--- src/rtl/infrared_tx.sv ---
// Serial IR frame transmitter: sends {addr, cmd, ~cmd} MSB-first on E, framed by
// a low start bit, a high stop bit and an optional idle gap.
module infrared_tx #(
  parameter int BIT_CYCLES = 1,
  parameter int GAP_BITS   = 2
) (
  input  logic        clk,
  input  logic        reset,
  input  logic        start,
  input  logic [15:0] addr,
  input  logic [7:0]  cmd,
  output logic        ready,
  output logic        busy,
  output logic        done,
  output logic        E,
  output logic [2:0]  estado,
  output logic [5:0]  i_out,
  output logic [31:0] reg_E_out
);

  localparam int BW = (BIT_CYCLES > 1) ? $clog2(BIT_CYCLES) : 1;
  localparam int GW = (GAP_BITS > 1) ? $clog2(GAP_BITS) : 1;

  typedef enum logic [2:0] {
    ST_IDLE  = 3'd0,
    ST_START = 3'd1,
    ST_DATA  = 3'd2,
    ST_STOP  = 3'd3,
    ST_GAP   = 3'd4
  } state_t;

  state_t          state_r, state_s;
  logic [BW-1:0]   bcnt_r, bcnt_s;
  logic [GW-1:0]   gcnt_r, gcnt_s;
  logic [5:0]      idx_r, idx_s;
  logic [31:0]     frame_r, frame_s;
  logic            e_r, e_s;
  logic            done_r, done_s;
  logic            period_end_s;

  function automatic logic [31:0] build_frame(input logic [15:0] a, input logic [7:0] c);
    build_frame = {a, c, ~c};
  endfunction

  assign period_end_s = (bcnt_r == BW'(BIT_CYCLES - 1));

  // Next-state, counter and line-level decode; E is computed from the next state
  // so the registered line changes on the same edge as the state.
  always_comb begin
    state_s = state_r;
    bcnt_s  = period_end_s ? BW'(0) : bcnt_r + BW'(1);
    gcnt_s  = gcnt_r;
    idx_s   = idx_r;
    frame_s = frame_r;
    done_s  = 1'b0;
    case (state_r)
      ST_IDLE: begin
        bcnt_s = BW'(0);
        gcnt_s = GW'(0);
        idx_s  = 6'd0;
        if (start) begin
          frame_s = build_frame(addr, cmd);
          state_s = ST_START;
        end else begin
          state_s = ST_IDLE;
        end
      end
      ST_START: begin
        if (period_end_s) begin
          state_s = ST_DATA;
        end else begin
          state_s = ST_START;
        end
      end
      ST_DATA: begin
        if (period_end_s && (idx_r == 6'd31)) begin
          state_s = ST_STOP;
        end else if (period_end_s) begin
          idx_s = idx_r + 6'd1;
        end else begin
          idx_s = idx_r;
        end
      end
      ST_STOP: begin
        if (period_end_s) begin
          done_s = 1'b1;
          gcnt_s = GW'(0);
          if (GAP_BITS == 0) begin
            state_s = ST_IDLE;
            idx_s   = 6'd0;
          end else begin
            state_s = ST_GAP;
          end
        end else begin
          state_s = ST_STOP;
        end
      end
      ST_GAP: begin
        if (period_end_s && (gcnt_r == GW'(GAP_BITS - 1))) begin
          state_s = ST_IDLE;
          idx_s   = 6'd0;
        end else if (period_end_s) begin
          gcnt_s = gcnt_r + GW'(1);
        end else begin
          gcnt_s = gcnt_r;
        end
      end
      default: begin
        state_s = ST_IDLE;
        bcnt_s  = BW'(0);
        gcnt_s  = GW'(0);
        idx_s   = 6'd0;
      end
    endcase

    case (state_s)
      ST_START: e_s = 1'b0;
      ST_DATA:  e_s = frame_s[5'd31 - idx_s[4:0]];
      default:  e_s = 1'b1;
    endcase
  end

  // State, counters, frame and registered line; reset parks E high at once.
  always_ff @(posedge clk or posedge reset) begin
    if (reset) begin
      state_r <= ST_IDLE;
      bcnt_r  <= BW'(0);
      gcnt_r  <= GW'(0);
      idx_r   <= 6'd0;
      frame_r <= 32'd0;
      e_r     <= 1'b1;
      done_r  <= 1'b0;
    end else begin
      state_r <= state_s;
      bcnt_r  <= bcnt_s;
      gcnt_r  <= gcnt_s;
      idx_r   <= idx_s;
      frame_r <= frame_s;
      e_r     <= e_s;
      done_r  <= done_s;
    end
  end

  assign ready     = (state_r == ST_IDLE);
  assign busy      = (state_r != ST_IDLE);
  assign done      = done_r;
  assign E         = e_r;
  assign estado    = state_r;
  assign i_out     = idx_r;
  assign reg_E_out = frame_r;

endmodule

--- config.mk ---
export PLATFORM = sky130hd
export DESIGN_NAME = infrared_tx
export DESIGN_NICKNAME = d
export VERILOG_FILES = /design/src/rtl/infrared_tx.sv
export SDC_FILE = /design/constraint.sdc
export NUM_CORES = 1
export LEC_CHECK = 0
export CAP_MARGIN = 20
export CORE_MARGIN = 2
export CORE_UTILIZATION = 51
export CTS_CLUSTER_DIAMETER = 50
export CTS_CLUSTER_SIZE = 12
export DETAILED_ROUTE_END_ITERATION = 10
export GPL_ROUTABILITY_DRIVEN = 1
export PLACE_DENSITY = 0.86
export SLEW_MARGIN = 0
export SYNTH_ARGS = -nofsm -noshare
export SYNTH_HDL_FRONTEND = slang
export SYNTH_SLANG_ARGS = --single-unit
--- constraint.sdc ---
create_clock -name clk -period 4.9 [get_ports clk]
set_clock_uncertainty 0.1 [all_clocks]
set_input_delay 1.47 -clock clk [delete_from_list [all_inputs] [get_ports clk]]
set_output_delay 1.47 -clock clk [all_outputs]
set_load 0.02 [all_outputs]
==> results.sh, run 1 <==
export IMPL_drive_gt1_share_pct=12.8
export IMPL_setup_tns_ns=0
export IMPL_post_cts_resize_count=0
export IMPL_hpwl_mm=3.98
export IMPL_pin_count=72
export IMPL_synthArstFlopShare_pct=100
export IMPL_clk_latency_ns=0.29
export IMPL_irDropWorstVdd_mv=0.394
export IMPL_cts_max_level=2
export IMPL_n_fill_cell=348
export IMPL_required_ns=5.02
export IMPL_hold_viol=0
export IMPL_relSlewSlack_pct=43.5
export IMPL_synth_edf_count=0
export IMPL_cts_sinks=44
export IMPL_first_global_vias=1866
export IMPL_route_vias_total=2044
export IMPL_netlist_area_sq_mm=0.00240
export IMPL_post_route_min_period_ns=3.80
export IMPL_syn_nets=271
export IMPL_crit_type="in2reg"
export IMPL_tightest_slew_ns=0.848
export IMPL_core_area_sq_mm=0.00444
export IMPL_layout_common_cells="clkdlybuf4s50_1, nand2_1, dfrtp_1"
export IMPL_crit_slowest_cell="clkdlybuf4s50_1"
export IMPL_gp_congestion=0.821
export IMPL_die_area_sq_mm=0.00528
export IMPL_area_growth_pct=32.9
export IMPL_cts_buffers=5
export IMPL_final_util_pct=71.8
export IMPL_postCtsHoldBufs=0
export IMPL_overflow=0
export IMPL_drv_cap=0
export IMPL_critPathLaunchType="primary input"
export IMPL_period_share_pct=77.6
export IMPL_rrSetupSlack_ns=1.70
export IMPL_hp_class="reg2reg"
export IMPL_whs_endpoint="reg_E_out[24]$_DFF_PP0_"
export IMPL_wl_mm=5.56
export IMPL_finalPower_uw=2190
export IMPL_clockRootBuffer="clkbuf_8"
export IMPL_setup_viol=0
export IMPL_r2r_end="E$_DFF_PP1_"
export IMPL_cp_buffers_inverters=2
export IMPL_synth_seq_cells=44
export IMPL_cts_setup_buffers=0
export IMPL_crit_family="compound AO/OA/AOI/OAI gates"
export IMPL_status="completed"
export IMPL_timing_rr_start="i_out[1]$_DFF_PP0_"
export IMPL_r2r_cells=9
export IMPL_crit_chain="clkdlybuf4s50_1 > nor4b_4 > buf_4 > mux2_2 > a21oi_1 > o22ai_1 > a22o_1 > a2111oi_2 > a211oi_2"
export IMPL_cts_buffer_depth=2
export IMPL_slowest_delay_ns=0.50
export IMPL_cts_tree="done"
export IMPL_synth_avg_cell_area_sq_um=9.89
export IMPL_timing_fmax_mhz=263
export IMPL_drt_antenna_violating_nets=0
export IMPL_path_max_fanout=16
export IMPL_row_count=24
export IMPL_port_buffers=71
export IMPL_grt_util_all_layers_pct=21.8
export IMPL_yosys_warnings=0
export IMPL_cp_data_arrival_time_ns=3.92
export IMPL_hold_start="reg_E_out[24]$_DFF_PP0_"
export IMPL_clkSlewWorstSetupHoldPaths_ns=0.08
export IMPL_seq_area_frac_synth_pct=45.9
export IMPL_dieWidth_um=72.6
export IMPL_leakage_uw=0.00146
export IMPL_syn_inst=243
export IMPL_nNetsFinal=340
export IMPL_layout_commonest_cell="clkdlybuf4s50_1"
export IMPL_antenna_found_initial=0
export IMPL_routed_via_density=5.60
export IMPL_n_antenna_cell=0
export IMPL_critPathCaptureType="flip-flop"
export IMPL_powerDensity_mw_per_mm2=686
export IMPL_holdPathStages=2
export IMPL_path_depth=9
export IMPL_routedWlPerCell_um=15.2
export IMPL_grt_pass1_wl_mm=8.96
export IMPL_drc=0
export IMPL_rsz0062_at_grt="false"
export IMPL_synth_cell_types=60
export IMPL_die_height_um=72.6
export IMPL_grt_start_max_net_pins=45
export IMPL_start_util_pct=54.1
export IMPL_ys_flop_type="dfrtp_1"
export IMPL_drt_initial_drc_count=182
export IMPL_slew_viol_final=0
export IMPL_first_pass_iters=4
## where the power goes
part,total [uW],switching (uW),internal [uW]
combinational,1270,671,598
sequential,688,165,523
clock,233,121,113
## layer usage
layer  up-vias  global-route usage, %  share of wire (%)
met3         7                   3.31                4.4
met5         -                      0                  0
met1       980                   31.1                 46
li1        992                      -                  -
met4         0                   5.56               0.95
met2        65                   35.1                 49
## registers in the layout, indices dropped and copies added, names as in the netlist
| signal | count |
|---|---|
| i_out | 6 |
| E | 1 |
| done | 1 |
| estado | 3 |
| reg_E_out | 32 |
| gcnt_r | 1 |
## how the worst max path moves through the flow
stage	from	to	slack, ns
4_1_cts	start	E$_DFF_PP1_	1.09
2_1_floorplan	start	E$_DFF_PP1_	1.47
3_5_place_dp	start	E$_DFF_PP1_	0.80
6_report	start	E$_DFF_PP1_	1.10
5_1_grt	start	E$_DFF_PP1_	0.92
3_3_place_gp	start	E$_DFF_PP1_	0.84
## metrics by stage
step / setup WS (ns) / cell area [sq um] / instances / hold slack, ns
finish: 1.10 / 3190 / 365 / 0.411
global placement: 0.843 / 3100 / 357 / 0.384
global route: 0.925 / 3190 / 365 / 0.432
CTS: 1.09 / 3190 / 365 / 0.413
floorplan: 1.47 / 2400 / 243 / 0.439
detailed placement: 0.798 / 3100 / 357 / 0.395
## synth_stat cells, types with 2 or more instances
master	n	area, sq um
dfrtp_1	43	1080
nand2_1	69	259
nand4bb_1	2	22.5
a211oi_2	2	25.0
buf_4	2	15.0
nor2_1	4	15.0
nor2b_1	2	12.5
buf_6	3	33.8
o211ai_1	3	22.5
mux2i_1	12	120
nor3_2	2	20.0
a31oi_1	3	18.8
a41o_2	2	22.5
o22ai_1	4	25.0
nand3_1	3	15.0
o21ai_0	15	75.1
nor4b_1	2	17.5
nand2b_1	3	18.8
inv_1	8	30.0
and3_1	2	12.5
a211oi_1	2	15.0
clkbuf_1	4	15.0
nand3b_1	2	15.0
mux2_2	6	67.6
a21oi_1	8	40.0
## area by class of cell
cell class,count,area [sq um],area share [%]
clock buffer,6,82.6,2.59
clock inverter,2,10.0,0.314
inverter,9,35.0,1.10
multi-input combinational,177,1160,36.2
sequential,44,1100,34.5
tap,52,65.1,2.04
timing repair buffer,75,741,23.2
## cell families after synthesis
family | synth area share [%]
and+or+nand+nor | 22.9
AOI/OAI and AO/OA | 16.6
buffers and inverters | 5.99
xor gates and xnor gates | 0.365
DFF | 45.9
muxes | 7.81
adders and majority gates | 0.521
## worst reg2reg max path, stage by stage (launching register included)
cell and delay (ns):
dfrtp_1 0.52, ha_1 0.33, nand4_4 0.21, o21ai_0 0.21, and3_1 0.74, a41o_2 0.20, o22ai_1 0.08, a22o_1 0.26
a2111oi_2 0.38, a211oi_2 0.12
Power figures use the tool's default switching activity.
==> run 2, diff against run 1 <==
CORE_UTILIZATION = 47   (was 51)
PLACE_DENSITY = 0.8   (was 0.86)
clock period = 3.97 ns   (was 4.9 ns; I/O delays follow)
==> run 2 against run 1 <==
Register-to-register slack got worse by 0.90 ns; total power increased by 24%; routed wire length decreased by 0.22%; sequential share of layout area is 0.32 points lower; count of clock-buffer cells in the layout stayed put; die area up 8.0%; core utilization shrank 7.5 points; combinational power up 24%; sequential power is 23% higher; critical path type unchanged; critical endpoint unchanged.
==> results.sh, run 2 (synthesis results as in run 1) <==
export IMPL_largest_reg_flops=32
export IMPL_cts_buffer_depth=2
export IMPL_hpwl_mm=4.11
export IMPL_rsz0062_at_grt="false"
export IMPL_hp_class="reg2reg"
export IMPL_clk_latency_ns=0.29
export IMPL_placed_cells=376
export IMPL_post_route_min_period_ns=3.53
export IMPL_layout_commonest_cell="clkdlybuf4s50_1"
export IMPL_cts_sinks=44
export IMPL_status="completed"
export IMPL_whs_endpoint="reg_E_out[18]$_DFF_PP0_"
export IMPL_setup_viol=0
export IMPL_post_cts_resize_count=0
export IMPL_leakage_uw=0.00146
export IMPL_final_util_pct=64.3
export IMPL_drv_cap=0
export IMPL_r2r_cells=9
export IMPL_stdcell_count=384
export IMPL_core_area_sq_mm=0.00501
export IMPL_timing_fmax_mhz=283
export IMPL_path_max_fanout=9
export IMPL_row_count=26
export IMPL_route_vias_total=2036
export IMPL_wl_mm=5.54
export IMPL_crit_type="in2reg"
export IMPL_setup_ws_ns=0.437
export IMPL_port_buffers=71
export IMPL_powerDensity_mw_per_mm2=842
export IMPL_cts_buffers=5
export IMPL_setup_tns_ns=0
export IMPL_r2r_end="E$_DFF_PP1_"
export IMPL_clockRootBuffer="clkbuf_8"
export IMPL_critPathLaunchType="primary input"
export IMPL_start_util_pct=48.0
export IMPL_nNetsFinal=341
export IMPL_drc=0
export IMPL_drt_antenna_violating_nets=0
export IMPL_hold_start="reg_E_out[18]$_DFF_PP0_"
export IMPL_rrSetupSlack_ns=0.80
export IMPL_relSlewSlack_pct=41.2
export IMPL_first_pass_iters=4
export IMPL_layout_common_cells="clkdlybuf4s50_1, nand2_1, dfrtp_1"
export IMPL_dieWidth_um=75.5
export IMPL_slew_viol_final=0
export IMPL_whs_ns=0.404
export IMPL_dp_worst_setup_slack_ns=0.125
export IMPL_drive_gt1_share_pct=13.1
export IMPL_pin_count=72
export IMPL_overflow=0
export IMPL_gp_congestion=0.809
export IMPL_tightest_slew_ns=0.876
export IMPL_grt_pass1_wl_mm=8.98
export IMPL_holdPathStages=2
export IMPL_area_growth_pct=34.1
export IMPL_period_share_pct=89.0
export IMPL_required_ns=4.08
export IMPL_cts_setup_buffers=0
export IMPL_first_global_vias=1894
export IMPL_routed_via_density=5.30
export IMPL_antenna_found_initial=0
export IMPL_grt_util_all_layers_pct=20.6
export IMPL_cts_tree="done"
export IMPL_clkSlewWorstSetupHoldPaths_ns=0.08
export IMPL_irDropWorstVdd_mv=0.436
export IMPL_n_antenna_cell=0
export IMPL_die_area_sq_mm=0.00570
export IMPL_die_height_um=75.5
export IMPL_drt_initial_drc_count=132
export IMPL_cp_data_arrival_time_ns=3.65
export IMPL_postCtsHoldBufs=0
export IMPL_hold_viol=0
export IMPL_cts_max_level=2
export IMPL_grt_start_max_net_pins=26
export IMPL_timing_rr_start="i_out[0]$_DFF_PP0_"
export IMPL_routedWlPerCell_um=14.4
export IMPL_critPathCaptureType="flip-flop"
run 2: cell types whose count changed in the layout (fill, tap and decap cells not counted), sizes merged:
cell  delta
buf      +1
run 2: layer usage:
| layer | vias up | part of all wire [%] | GRT usage [%] |
|---|---|---|---|
| met5 | - | 0 | 0 |
| met4 | 0 | 0.85 | 5.46 |
| met3 | 8 | 6.1 | 4.23 |
| met2 | 71 | 47 | 33.5 |
| met1 | 965 | 46 | 28.2 |
| li1 | 992 | - | - |
run 2: critical path, cell delays in order:
cell and delay [ns]:
clkdlybuf4s50_1 0.49, nor4b_4 0.39, buf_4 0.26, mux2_2 0.36
a21oi_1 0.12, o22ai_1 0.11, a22o_1 0.26, a2111oi_2 0.36
a211oi_2 0.11
run 2: power by group:
part	switching [uW]	internal, uW	leakage (uW)
combinational	831	743	0.000860
sequential	202	646	0.000551
clock	150	139	0.0000510
run 2: worst max-delay path by stage:
stage	cells past startpoint	to	from	slack, ns
floorplan	8	E$_DFF_PP1_	start	0.82
global placement	9	E$_DFF_PP1_	start	0.16
detailed placement	9	E$_DFF_PP1_	start	0.13
CTS	9	E$_DFF_PP1_	start	0.43
global route	9	E$_DFF_PP1_	start	0.35
finish	9	E$_DFF_PP1_	start	0.44
run 2: layout make-up:
| class | instances | area, sq um |
|---|---|---|
| Clock inverter | 2 | 10.0 |
| Fill cell | 430 | 1790 |
| Sequential cell | 44 | 1100 |
| Inverter | 9 | 35.0 |
| Tap cell | 70 | 87.6 |
| Timing Repair Buffer | 76 | 748 |
| Clock buffer | 6 | 82.6 |
| Multi-Input combinational cell | 177 | 1160 |
run 2: per-stage QoR:
| stage | instance area (sq um) | total power [uW] |
|---|---|---|
| 6_report | 3220 | 2710 |
| 5_1_grt | 3220 | 2890 |
| 4_1_cts | 3220 | 2730 |
| 3_5_place_dp | 3130 | 2440 |
| 3_3_place_gp | 3130 | 2400 |
| 2_1_floorplan | 2400 | 1890 |
